===== src/rtl/bist_pkg.sv =====
// Shared definitions for the pattern-generator / MISR BIST block.
// Latency: n/a (types and constants only).
// Backpressure: n/a.
//
// Holds the default widths, the LFSR and MISR tap masks and the controller state encoding.
// The tap masks are written for the default 14-bit pattern and 16-bit signature widths.

package bist_pkg;

    localparam int PAT_W_DEF  = 14;
    localparam int RESP_W_DEF = 8;
    localparam int SIG_W_DEF  = 16;
    localparam int CNT_W_DEF  = 16;

    // Pattern LFSR feedback taps: bits 13, 4, 2, 0.
    localparam logic [13:0] LFSR_TAPS = 14'h2015;

    // MISR feedback taps: bits 15, 14, 12, 3.
    localparam logic [15:0] MISR_TAPS = 16'hD008;

    typedef enum logic [1:0] {
        ST_IDLE = 2'd0,
        ST_RUN  = 2'd1,
        ST_DONE = 2'd2
    } bist_state_e;

endpackage


===== src/rtl/bist_misr.sv =====
// Multiple-input signature register that compacts cone responses into a signature.
// Latency: a response presented while en is high is folded in at the next rising edge.
// Backpressure: none; one response is absorbed every enabled cycle, and nothing can stall it.
//
// Ports:
//   clk, rst  rising-edge clock, asynchronous active-high reset
//   clr       synchronous clear; it takes priority over en
//   en        absorb resp this cycle
//   resp      cone response, zero-extended to SIG_W (SIG_W must be >= RESP_W)
//   sig       current signature

module bist_misr
    import bist_pkg::*;
#(
    parameter int                 SIG_W  = SIG_W_DEF,
    parameter int                 RESP_W = RESP_W_DEF,
    parameter logic [SIG_W-1:0]   TAPS   = SIG_W'(MISR_TAPS)
) (
    input  logic              clk,
    input  logic              rst,
    input  logic              clr,
    input  logic              en,
    input  logic [RESP_W-1:0] resp,
    output logic [SIG_W-1:0]  sig
);

    logic [SIG_W-1:0] sig_q;
    logic [SIG_W-1:0] sig_d;
    logic             fb;

    always_comb begin
        // The feedback bit is the parity of the tapped signature bits.
        fb    = ^(sig_q & TAPS);
        sig_d = sig_q;
        if (clr) begin
            sig_d = '0;
        end else if (en) begin
            // Shift and fold the response in. The update has no saturation.
            sig_d = {sig_q[SIG_W-2:0], fb} ^ SIG_W'(resp);
        end
    end

    always_ff @(posedge clk or posedge rst) begin
        if (rst) begin
            sig_q <= '0;
        end else begin
            sig_q <= sig_d;
        end
    end

    assign sig = sig_q;

endmodule


===== src/rtl/bist_pattern_misr.sv =====
// Logic BIST controller: drives LFSR patterns into a combinational cone and compacts the responses in a MISR.
// Latency: the first pattern appears one cycle after an accepted start. A run of N vectors reaches DONE N cycles later.
// Backpressure: none. start is ignored while a run is in progress, and the run always completes unless rst is asserted.
//
// Ports:
//   clk, rst     rising-edge clock, asynchronous active-high reset
//   start        one-cycle run request, accepted in IDLE or DONE
//   seed         LFSR seed, captured on an accepted start; zero is replaced by one
//   num_vectors  number of patterns to apply, captured on an accepted start
//   pat_out      registered pattern that drives the cone inputs
//   resp_in      cone response to the current pat_out, absorbed in the same cycle
//   busy, done   run in progress / signature valid
//   signature    MISR contents

module bist_pattern_misr
    import bist_pkg::*;
#(
    parameter int PAT_W  = PAT_W_DEF,
    parameter int RESP_W = RESP_W_DEF,
    parameter int SIG_W  = SIG_W_DEF,
    parameter int CNT_W  = CNT_W_DEF
) (
    input  logic              clk,
    input  logic              rst,
    input  logic              start,
    input  logic [PAT_W-1:0]  seed,
    input  logic [CNT_W-1:0]  num_vectors,
    output logic [PAT_W-1:0]  pat_out,
    input  logic [RESP_W-1:0] resp_in,
    output logic              busy,
    output logic              done,
    output logic [SIG_W-1:0]  signature
);

    localparam logic [PAT_W-1:0] PAT_TAPS = PAT_W'(LFSR_TAPS);

    bist_state_e       state_q, state_d;
    logic [PAT_W-1:0]  pat_q, pat_d;
    logic [CNT_W-1:0]  cnt_q, cnt_d;
    logic [CNT_W-1:0]  num_q, num_d;

    logic              start_acc;
    logic              last_vec;
    logic              pat_fb;
    logic              misr_clr;
    logic              misr_en;

    // start is only honoured outside RUN, so a stray pulse cannot restart a run in progress.
    always_comb begin
        start_acc = start && (state_q != ST_RUN);
        // num_q is never zero in RUN, so subtracting one cannot underflow there.
        last_vec  = (cnt_q == (num_q - CNT_W'(1)));
    end

    // State register.
    always_ff @(posedge clk or posedge rst) begin
        if (rst) begin
            state_q <= ST_IDLE;
        end else begin
            state_q <= state_d;
        end
    end

    // Next-state logic.
    always_comb begin
        state_d = state_q;
        unique case (state_q)
            ST_IDLE, ST_DONE: begin
                if (start) begin
                    // A zero-length run completes at once with an empty signature.
                    state_d = (num_vectors != '0) ? ST_RUN : ST_DONE;
                end
            end
            ST_RUN: begin
                if (last_vec) begin
                    state_d = ST_DONE;
                end
            end
            default: state_d = ST_IDLE;
        endcase
    end

    // Output and control decode.
    always_comb begin
        busy     = (state_q == ST_RUN);
        done     = (state_q == ST_DONE);
        misr_clr = start_acc;
        // The cone has zero latency, so each RUN cycle absorbs the response to the pat_out currently on the bus.
        misr_en  = (state_q == ST_RUN);
    end

    // Pattern LFSR, vector counter and run-length capture.
    always_comb begin
        pat_fb = ^(pat_q & PAT_TAPS);
        pat_d  = pat_q;
        cnt_d  = cnt_q;
        num_d  = num_q;
        if (start_acc) begin
            // An all-zero seed would lock the LFSR at zero.
            pat_d = (seed == '0) ? PAT_W'(1) : seed;
            cnt_d = '0;
            num_d = num_vectors;
        end else if (state_q == ST_RUN) begin
            pat_d = {pat_q[PAT_W-2:0], pat_fb};
            // The count peaks at num_q-1, which is at most 2^CNT_W-2, so it never wraps.
            cnt_d = cnt_q + CNT_W'(1);
        end
    end

    always_ff @(posedge clk or posedge rst) begin
        if (rst) begin
            pat_q <= '0;
            cnt_q <= '0;
            num_q <= '0;
        end else begin
            pat_q <= pat_d;
            cnt_q <= cnt_d;
            num_q <= num_d;
        end
    end

    bist_misr #(
        .SIG_W  (SIG_W),
        .RESP_W (RESP_W),
        .TAPS   (SIG_W'(MISR_TAPS))
    ) u_misr (
        .clk  (clk),
        .rst  (rst),
        .clr  (misr_clr),
        .en   (misr_en),
        .resp (resp_in),
        .sig  (signature)
    );

    assign pat_out = pat_q;

endmodule


===== config.mk =====
export PLATFORM = sky130hd
export DESIGN_NAME = bist_pattern_misr
export DESIGN_NICKNAME = d
export VERILOG_FILES = /design/src/rtl/bist_pkg.sv /design/src/rtl/bist_misr.sv /design/src/rtl/bist_pattern_misr.sv
export SDC_FILE = /design/constraint.sdc
export NUM_CORES = 1
export LEC_CHECK = 0
export BUFFER_PORTS_ARGS = -buffer_cell sky130_fd_sc_hd__buf_4
export CORE_MARGIN = 4
export CORE_UTILIZATION = 35
export CTS_CLUSTER_SIZE = 8
export DETAILED_ROUTE_END_ITERATION = 10
export MAX_ROUTING_LAYER = met4
export PLACE_DENSITY_LB_ADDON = 0.08
export SYNTH_ARGS = -nofsm -noshare
export SYNTH_HDL_FRONTEND = slang
export SYNTH_HIERARCHICAL = 1
export SYNTH_SLANG_ARGS = --single-unit

===== constraint.sdc =====
create_clock -name clk -period 2.7 [get_ports clk]
set_input_delay 0.27 -clock clk [delete_from_list [all_inputs] [get_ports clk]]
set_output_delay 0.27 -clock clk [all_outputs]
set_load 0.01 [all_outputs]

After elaboration in Yosys (flattened, before gate mapping)
Index checks and enable logic that the tools add are counted.
{"block": "word_totals", "ff_bits": 64, "input_bits": 41, "output_inout_bits": 32, "wordCells": 34}
{"block": "classes", "add_sub_neg": 2, "n_eq_ne": 6, "muxes": 11, "bitwise": 1, "n_reduce_logical": 9}
{"op": "two-way mux 16 bit", "n": 4}
{"op": "two-way mux 14 bit", "n": 3}
{"op": "adder 16 x 1 -> 16 bit (second input constant)", "n": 1}
{"op": "== test 16 bit", "n": 1}
{"op": "nonzero test 16 bit", "n": 1}
{"op": "XOR reduction 16 bit", "n": 1}
{"op": "subtractor 16 x 1 -> 16 bit (second input constant)", "n": 1}
{"op": "XOR 16 x 8 -> 16 bit", "n": 1}
{"op": "zero test 14 bit", "n": 1}
{"op": "XOR reduction 14 bit", "n": 1}
{"op": "two-way mux 2 bit", "n": 3}
{"op": "!= test 2 x 1 -> 1 bit (second input constant)", "n": 2}
{"op": "one-hot mux 2 bit (2 select lines)", "n": 1}
{"op": "== test 2 x 1 -> 1 bit (second input constant)", "n": 1}
{"op": "== test 2 bit (second input constant)", "n": 1}
{"op": "zero test 2 bit", "n": 1}
{"op": "!= test 2 bit (second input constant)", "n": 1}
{"op": "AND reduction 2 bit", "n": 1}
{"op": "nonzero test 2 bit", "n": 1}
{"op": "OR reduction 2 bit", "n": 1}
{"op": "logical AND 1 bit", "n": 1}

Depth between registers and ports, before layout
Gate-level depths: netlist (run 1).
{"block": "depth", "ltp_word": 4, "depth_mapped": 9}

Modules after synthesis
The synthesis (run 1) kept the hierarchy.
{"mod": "bist_pattern_misr", "n_inst": 1, "cells_per_inst": 278, "area_per_inst_um2": 2710.1, "seq_area_each_um2": 1201.2}
{"mod": "bist_misr", "n_inst": 1, "cells_per_inst": 66, "area_per_inst_um2": 757.0, "seq_area_each_um2": 400.4}

Worst setup path after synthesis (run 1)
OpenSTA, ideal clock, no wires.
{"block": "synth_timing", "path_type": "register to register", "from": "register num_q[0]", "to": "register state_q[0]", "setup_ns": 0.122, "arrival_time_ns": 2.494, "required_time_ns": 2.578, "setup_slack_ns": 0.085, "path_stages_with_launch": 10, "path_buffers": 1, "synth_period_minus_slack_ns": 2.615, "path_cell_list": "dfrtp_1 > inv_1 > ha_1 > buf_6 > or4b_4 > or3_1 > a2111o_1 > a211oi_2 > nand4_1 > a32o_1"}
{"block": "synth_via", "elab_chain_len": 4}
{"item": "start, declared", "line": "bist_pattern_misr.sv:40", "text": "logic [CNT_W-1:0] num_q, num_d;"}
{"item": "start signal, assigned", "line": "bist_pattern_misr.sv:118", "text": "num_q <= num_d;"}
{"item": "subtractor 16 x 1 -> 16 bit", "line": "bist_pattern_misr.sv:52", "text": "last_vec = (cnt_q == (num_q - CNT_W'(1)));"}
{"item": "== test 16 bit", "line": "bist_pattern_misr.sv:52"}
{"item": "!= test 2 x 1 -> 1 bit (no source line)"}
{"item": "AND reduction 2 bit (no source line)"}
{"item": "end signal, assigned", "line": "bist_pattern_misr.sv:60", "text": "state_q <= state_d;"}
{"item": "end, declared", "line": "bist_pattern_misr.sv:37", "text": "bist_state_e state_q, state_d;"}
No other way between the ends.
A chain may end at the register's enable or synchronous reset.

Worst setup path in the final report (run 1)
Ends and elaborated chain as after synthesis.

==> results.yml, run 1 <==
die:
  core_area_um2: 9730
  rows: 36
  die_w_um: 108
  io_pins: 73
  initial_core_util: 0.356
  fp.dieArea_um2: 11600
  die_h_um: 108
routing:
  route.detailed.drc: 0
  vias: 2850
  drt-wirelength-per-cell_um: 15.8
  first_pass_iters: 4
  via_per_inst: 5.09
  drtIter0Drc: 99
  routed_wl_um: 8830
  ant_nets: 0
logic_synthesis:
  postSynthCellCount: 344
  syn_avg_cell_area_um2: 10.1
  synth-edff-count: 0
  ys_seq_elements: 64
  netlist_area_um2: 3470
  synth_fp_nets: 387
  synth_cell_type_count: 53
  ys_seq_area_frac: 0.462
  synthFlopType: "dfrtp_1"
  yosys_warnings: 6
  async_flop_share: 1.00
timing:
  rsz0062_at_grt: "no"
  drv_slew: 0
  hold_violations: 0
  fin_setup_tns_ns: 0
  worstMarginPinSlew_ns: 0.640
  fin_crit_ns: 2.52
  whs_ns: 0.142
  fin_skew_ns: 0.00888
  slew_headroom: 0.573
  fin_crit_sh: 0.934
  final-setup-viol-count: 0
  fmaxAchievable_ghz: 0.397
placed_design:
  placed_cell_area_um2: 4180
  gp_congestion: 0.809
  io_buffers: 72
  hpwl_um: 6490
pwr:
  pwr-share-seq: 0.399
  cellPowerDensity_nw_per_um2: 1020
  power.share.switching: 0.375
  p_int_uw: 2810
  p_switching_uw: 1690
  leakage_uw: 0.00202
  p_clk_frac: 0.190
  peakVddDrop_v: 0.000421
  pwr-share-comb: 0.411
finish:
  layout_commonest_cell: "buf_4"
  final_nets: 465
  drive_gt1_frac: 0.279
  postLayoutCellArea_um2: 4390
  fill_cells: 987
  area_growth_pct: 26.7
  layout_common_cells: "buf_4, dfrtp_1, nand2_1"
  diodes: 0
setup_path:
  setup.worst_path.end: "state_q[0]"
  cp_num_buf_inv: 1
  critPathCaptureType: "register"
  required_ns: 2.93
  reg2regPathDepth: 8
  crit_chain: "inv_2, ha_1, or4b_4, or3_1, a2111o_1, a211oi_2, nand4_1, a32o_1"
  cp_slowest_cell: "or4b_4"
  rr_startpoint: "num_q[0]"
  path_max_fanout: 4
  crit_path_start_kind: "register"
  crit_type: "register to register"
  cp_num_cells: 8
  max_stage_delay_ns: 0.46
  critPathArrivalTime_ns: 2.75
  startpoint: "num_q[0]"
  worst_path_dominant_cell_family: "simple AND/OR/NAND/NOR gates"
  rrSetupSlack_ns: 0.18
  reg2reg_to: "state_q[0]"
grt:
  grt_max_degree: 55
  grt_pass1_vias: 2937
  grt_pass1_wl_um: 14800
  grt_overflow_total: 0
  track_usage: 0.167
  antenna_found_initial: 0
clocking:
  clock_latency_ns: 0.34
  path_clk_slew_ns: 0.07
  cts_tree: "done"
  numCtsBuffers: 9
  cts.sinks: 64
  htreeDepth: 3
  cts.path.max_buffers: 2
  cts_root_buffer: "clkbuf_8"
hold_path:
  hold_path.class: "input port to register"
outcome:
  status: "completed"
run:
  cap_violations: 0
-- worst min path at each step --
stage	from	end	slack [ns]	cells past startpoint
finish	num_vectors[5]	num_q[5]	0.14	3
global route	num_vectors[5]	num_q[5]	0.14	3
CTS	num_vectors[5]	num_q[5]	0.13	3
detailed placement	rst	pat_out[6]	0.24	2
global placement	rst	pat_out[6]	0.25	2
floorplan	rst	u_misr/sig[0]	0.18	1
-- cell type report --
class / instances / area [um^2] / area share
Clock inverter: 5 / 55.1 / 0.0125
Tap cell: 133 / 166 / 0.0379
Inverter: 10 / 37.5 / 0.00854
Clock buffer: 11 / 151 / 0.0345
Multi-Input combinational cell: 255 / 1750 / 0.398
Sequential cell: 64 / 1600 / 0.365
Timing Repair Buffer: 82 / 631 / 0.144
-- power groups by stage --
stage	clock network, uW	logic [uW]	registers, uW
floorplan	0	1120	1800
global placement	0	1830	1800
detailed placement	0	1870	1810
CTS	886	1870	1800
global route	928	2070	1870
finish	855	1850	1790
-- worst min-delay path, stage by stage --
cell and delay, ns:
buf_4 0.08, nand2_1 0.03, o21ai_0 0.05
-- routing by layer --
metal  GRT usage  share of wire  vias up
li1            -              -     1400
met1       0.217           0.46     1369
met2       0.258           0.48       66
met3      0.0438          0.039       15
met4      0.0451          0.017        0
met5           -              0        -
-- cells by family (layout without fill, tap and decap cells) --
family | after synthesis | after routing | share of synthesized area
compound gates | 64 | 64 | 0.131
xor+xnor | 31 | 31 | 0.0823
fa+ha+maj | 2 | 2 | 0.00722
buf+inv | 25 | 108 | 0.0332
flops | 64 | 64 | 0.462
mux | 41 | 41 | 0.123
simple gates | 117 | 117 | 0.161
-- stage by stage --
step                      setup slack [ns]  power, uW  std cells   util
after floorplan                     0.0848       2920        344      -
after global placement               0.109       3630        543  0.429
after detailed placement            0.0728       3680        543  0.429
after CTS                           0.0445       4560        560  0.452
after global routing                0.0137       4860        560  0.452
final                                0.179       4500        560  0.452
-- flip-flops by register name, summed over array words and instances, names as in the netlist --
| register | count |
|---|---|
| state_q | 2 |
| pat_out | 14 |
| num_q | 16 |
| cnt_q | 16 |
| u_misr/sig | 16 |
-- synthesized netlist by cell type (2+ instances only) --
| master | instances | area, um^2 |
|---|---|---|
| nor2b_1 | 2 | 12.5 |
| a211oi_1 | 9 | 67.6 |
| inv_1 | 10 | 37.5 |
| mux2i_1 | 27 | 270 |
| nand2b_1 | 2 | 12.5 |
| clkbuf_1 | 9 | 33.8 |
| o31ai_1 | 5 | 37.5 |
| nor3_1 | 7 | 35.0 |
| nand3_1 | 14 | 70.1 |
| nor2_1 | 31 | 116 |
| xor2_1 | 11 | 96.3 |
| or4_1 | 2 | 15.0 |
| buf_6 | 2 | 22.5 |
| xnor2_1 | 19 | 166 |
| and3_1 | 5 | 31.3 |
| nand4_1 | 3 | 18.8 |
| a31oi_1 | 2 | 12.5 |
| dfrtp_1 | 64 | 1600 |
| o21ai_0 | 24 | 120 |
| buf_2 | 2 | 10.0 |
| mux2_2 | 14 | 158 |
| nor4_1 | 9 | 56.3 |
| o211ai_1 | 5 | 37.5 |
| nand2_1 | 36 | 135 |
| ha_1 | 2 | 25.0 |
-- what timing repair did --
item	in CTS	in global routing
endpoints found under the setup margin	0	2
hold buffers	1	0
buffers inserted	0	0
resized for setup	0	1
hold endpoints to repair	12	0
Power figures use the tool's default switching activity.
==> run 2: changes to the inputs <==
clock period = 2.15 ns   (was 2.7 ns; I/O delays follow)
==> results.yml, run 2 (same netlist as run 1, synthesis figures left out) <==
finish:
  layout_common_cells: "buf_4, dfrtp_1, nand2_1"
  fill_cells: 991
  diodes: 0
  drive_gt1_frac: 0.314
  area_growth_pct: 31.3
  layout_commonest_cell: "buf_4"
  final_nets: 486
grt:
  antenna_found_initial: 0
  track_usage: 0.170
  busiest_layer: "met2"
  grt_overflow_total: 0
  met3_usage: 0.0438
  met1_usage: 0.219
  grt_pass1_vias: 3049
  grtUsageMet2: 0.261
  grt_pass1_wl_um: 15100
  grt_max_degree: 55
setup_path:
  cp_slowest_cell: "or4b_4"
  crit_path_start_kind: "register"
  rrSetupSlack_ns: -0.28
  critPathArrivalTime_ns: 2.65
  crit_type: "register to register"
  reg2reg_to: "state_q[0]"
  cp_num_buf_inv: 1
  max_stage_delay_ns: 0.46
  reg2regPathDepth: 8
  path_max_fanout: 2
  rr_startpoint: "num_q[1]"
  required_ns: 2.36
  crit_chain: "inv_2, ha_4, or4b_4, or3_1, a2111o_1, a211oi_2, nand4_1, a32o_1"
  worst_path_dominant_cell_family: "simple AND/OR/NAND/NOR gates"
  critPathCaptureType: "register"
clocking:
  clock_latency_ns: 0.33
  cts_root_buffer: "clkbuf_8"
  numCtsBuffers: 9
  cts.path.max_buffers: 2
  cts_tree: "done"
  cts.sinks: 64
  path_clk_slew_ns: 0.07
  htreeDepth: 3
timing:
  rsz0062_at_grt: "yes"
  fin_crit_sh: 1.13
  fmaxAchievable_ghz: 0.411
  worstMarginPinSlew_ns: 0.628
  hold_violations: 0
  drv_slew: 0
  fin_skew_ns: 0.00980
  fin_crit_ns: 2.43
  final-setup-viol-count: 2
  whs_ns: 0.0953
  slew_headroom: 0.581
  timing.final.ws_setup_ns: -0.282
outcome:
  violations: "setup timing"
  status: "finished, violations left"
pwr:
  leakage_uw: 0.00212
  p_clk_frac: 0.175
  p_int_uw: 3720
  cellPowerDensity_nw_per_um2: 1290
  pwr-share-seq: 0.365
  power.share.switching: 0.364
  pwr-share-comb: 0.460
  peakVddDrop_v: 0.000591
  p_switching_uw: 2130
  power.total_uw: 5850
routing:
  ant_nets: 0
  via_per_inst: 5.11
  drtIter0Drc: 197
  route.detailed.drc: 0
  vias: 2956
  drt-wirelength-per-cell_um: 15.2
  routed_wl_um: 8830
  first_pass_iters: 5
hold_path:
  hold_path.class: "input port to register"
  hold_depth: 3
  hp-start: "num_vectors[0]"
  holdPathEnd: "num_q[0]"
placed_design:
  io_buffers: 72
  hpwl_um: 6560
  gp_congestion: 0.827
die:
  core_area_um2: 9730
  io_pins: 73
  fp.dieArea_um2: 11600
  die_w_um: 108
  rows: 36
  die_h_um: 108
  initial_core_util: 0.356
run:
  cap_violations: 0
[run 2: metrics by stage]
stage / utilization / setup TNS (ns) / worst slack [ns] / cell area [um^2] / std cells
floorplan: - / -0.620 / -0.351 / 3470 / 344
global placement: 0.443 / -0.451 / -0.267 / 4310 / 561
detailed placement: 0.443 / -0.564 / -0.315 / 4310 / 561
CTS: 0.467 / -0.547 / -0.292 / 4540 / 578
global route: 0.468 / -0.660 / -0.370 / 4550 / 579
finish: 0.468 / -0.491 / -0.282 / 4550 / 579
[run 2: timing repair]
item / 4_1_cts / 5_1_grt
resized for setup: 3 / 0
buffers inserted: 2 / 1
endpoints found under the hold margin: 16 / 0
setup endpoints to repair: 2 / 2
pin swaps: 3 / 2
hold buffers: 1 / 0
[run 2: worst max path at each step]
stage / start / endpoint / slack, ns / depth (start not counted)
final: num_q[1] / state_q[0] / -0.28 / 8
after floorplan: num_q[0] / state_q[0] / -0.35 / 9
after global routing: num_q[0] / state_q[0] / -0.37 / 8
after detailed placement: num_q[1] / state_q[0] / -0.32 / 8
after CTS: num_q[1] / state_q[0] / -0.29 / 8
after global placement: num_q[1] / state_q[0] / -0.27 / 8
[run 2: tightest hold or removal path, stage by stage]
cell	delay [ns]
buf_4	0.08
nand2_1	0.04
o21ai_0	0.05
[run 2: power by group through the flow]
stage	Clock, uW	Combinational [uW]	Sequential (uW)
finish	1020	2690	2130
global route	1130	2990	2220
CTS	1060	2710	2140
detailed placement	0	2670	2150
global placement	0	2630	2140
floorplan	0	1410	2260
[run 2: routing by layer]
layer  part of all wire  up-vias
li1                   -     1439
met2               0.48       88
met5                  0        -
met1               0.45     1416
met4              0.019        0
met3              0.052       13
[run 2: layout make-up]
class	count	area, um^2	share of cell area
Tap cell	133	166	0.0366
Clock buffer	11	151	0.0333
Multi-Input combinational cell	255	1760	0.387
Inverter	10	37.5	0.00825
Clock inverter	3	42.5	0.00935
Sequential cell	64	1600	0.352
Timing Repair Buffer	103	788	0.173
==> run 3: changes to the inputs <==
CORE_UTILIZATION = 30   (was 35)
clock period = 3 ns   (was 2.15 ns; I/O delays follow)
==> results.yml, run 3 (same netlist as run 1, synthesis figures left out) <==
outcome:
  status: "completed"
routing:
  route.detailed.drc: 0
  routed_wl_um: 8770
  via_per_inst: 4.96
  vias: 2795
  first_pass_iters: 4
  drtIter0Drc: 109
  ant_nets: 0
  drt-wirelength-per-cell_um: 15.6
finish:
  post-route-util: 0.400
  layout_common_cells: "buf_4, dfrtp_1, nand2_1"
  diodes: 0
  area_growth_pct: 27.9
  layout_commonest_cell: "buf_4"
  final_nets: 462
  drive_gt1_frac: 0.267
clocking:
  htreeDepth: 3
  cts.path.max_buffers: 2
  numCtsBuffers: 9
  cts_root_buffer: "clkbuf_16"
  post_cts_buffers: 0
  cts.sinks: 64
  cts_tree: "done"
  cts_resized: 0
  clock_latency_ns: 0.33
  path_clk_slew_ns: 0.05
  cts_hold_buf: 1
setup_path:
  crit_type: "register to register"
  cp_slowest_cell: "or4b_4"
  critPathArrivalTime_ns: 2.94
  crit_path_start_kind: "register"
  crit_chain: "inv_1, ha_1, or4b_4, or3_1, a2111o_1, a211oi_2, nand4_1, a32o_1"
  critPathCaptureType: "register"
  reg2reg_to: "state_q[0]"
  rrSetupSlack_ns: 0.28
  reg2regPathDepth: 8
  rr_startpoint: "num_q[0]"
  cp_num_cells: 8
  path_max_fanout: 5
  required_ns: 3.22
  cp_num_buf_inv: 1
  worst_path_dominant_cell_family: "simple AND/OR/NAND/NOR gates"
  max_stage_delay_ns: 0.50
timing:
  rsz0062_at_grt: "no"
  hold_violations: 0
  fin_crit_sh: 0.907
  fin_crit_ns: 2.72
  slew_headroom: 0.514
  fin_setup_tns_ns: 0
  final-setup-viol-count: 0
  fin_skew_ns: 0.00473
  whs_ns: 0.187
  timing.final.ws_setup_ns: 0.280
  drv_slew: 0
  worstMarginPinSlew_ns: 0.723
  fmaxAchievable_ghz: 0.368
grt:
  grt_pass1_vias: 2853
  track_usage: 0.147
  grt_max_degree: 51
  grt_overflow_total: 0
  grt_pass1_wl_um: 14900
  antenna_found_initial: 0
die:
  initial_core_util: 0.313
  fp.dieArea_um2: 13300
  die_w_um: 116
  rows: 38
  core_area_um2: 11100
  io_pins: 73
  die_h_um: 116
hold_path:
  holdPathEnd: "num_q[5]"
  hp-start: "num_vectors[5]"
  hold_path.class: "input port to register"
  hold_depth: 3
placed_design:
  pre_cts_slack_ns: 0.300
  gp_congestion: 0.788
  hpwl_um: 6580
  io_buffers: 72
pwr:
  peakVddDrop_v: 0.000528
  cellPowerDensity_nw_per_um2: 948
  leakage_uw: 0.00203
run:
  cap_violations: 0
==> run 3: cell count changes in the layout (fill, tap and decap cells not counted), moves of 2 or more <==
cell / delta
buf_4: -23
clkbuf_16: +9
clkbuf_8: -9
inv_1: +2
inv_2: -2
==> run 3: where the power goes <==
part	switching (uW)	internal, uW	total, uW
combinational	744	870	1610
sequential	414	1210	1630
clock	368	596	964
total	1530	2680	4200
==> run 3: tightest hold or removal path, delay by kind of cell <==
family / cells / cell delay [ns]
buf+inv: 1 / 0.09
compound gates: 1 / 0.06
simple gates: 1 / 0.04
==> run 3: layer usage <==
layer | wire length (um) | vias to the layer above | global-route usage
li1 | - | 1392 | -
met3 | 434 | 10 | 0.0491
met5 | 0 | - | -
met1 | 4030 | 1330 | 0.186
met2 | 4220 | 63 | 0.230
met4 | 82 | 0 | 0.0329
==> run 3: layout make-up <==
class	instances	area, um^2
tap	140	175
multi-input combinational	255	1750
clock inverter	3	17.5
fill	1133	6640
inverter	10	37.5
sequential	64	1600
timing repair buffer	79	596
clock buffer	12	256
==> run 3: how the worst max path moves through the flow <==
stage          startpoint          to  slack (ns)
2_1_floorplan    num_q[0]  state_q[0]        0.38
3_3_place_gp     num_q[0]  state_q[0]        0.38
3_5_place_dp     num_q[0]  state_q[0]        0.30
4_1_cts          num_q[0]  state_q[0]        0.28
5_1_grt          num_q[0]  state_q[0]        0.14
6_report         num_q[0]  state_q[0]        0.28
==> run 3: through the flow <==
stage	std cells	cell area [um^2]	total power [uW]
2_1_floorplan	344	3470	2630
3_3_place_gp	547	4150	3270
3_5_place_dp	547	4150	3270
4_1_cts	563	4430	4270
5_1_grt	563	4430	4540
6_report	563	4430	4200
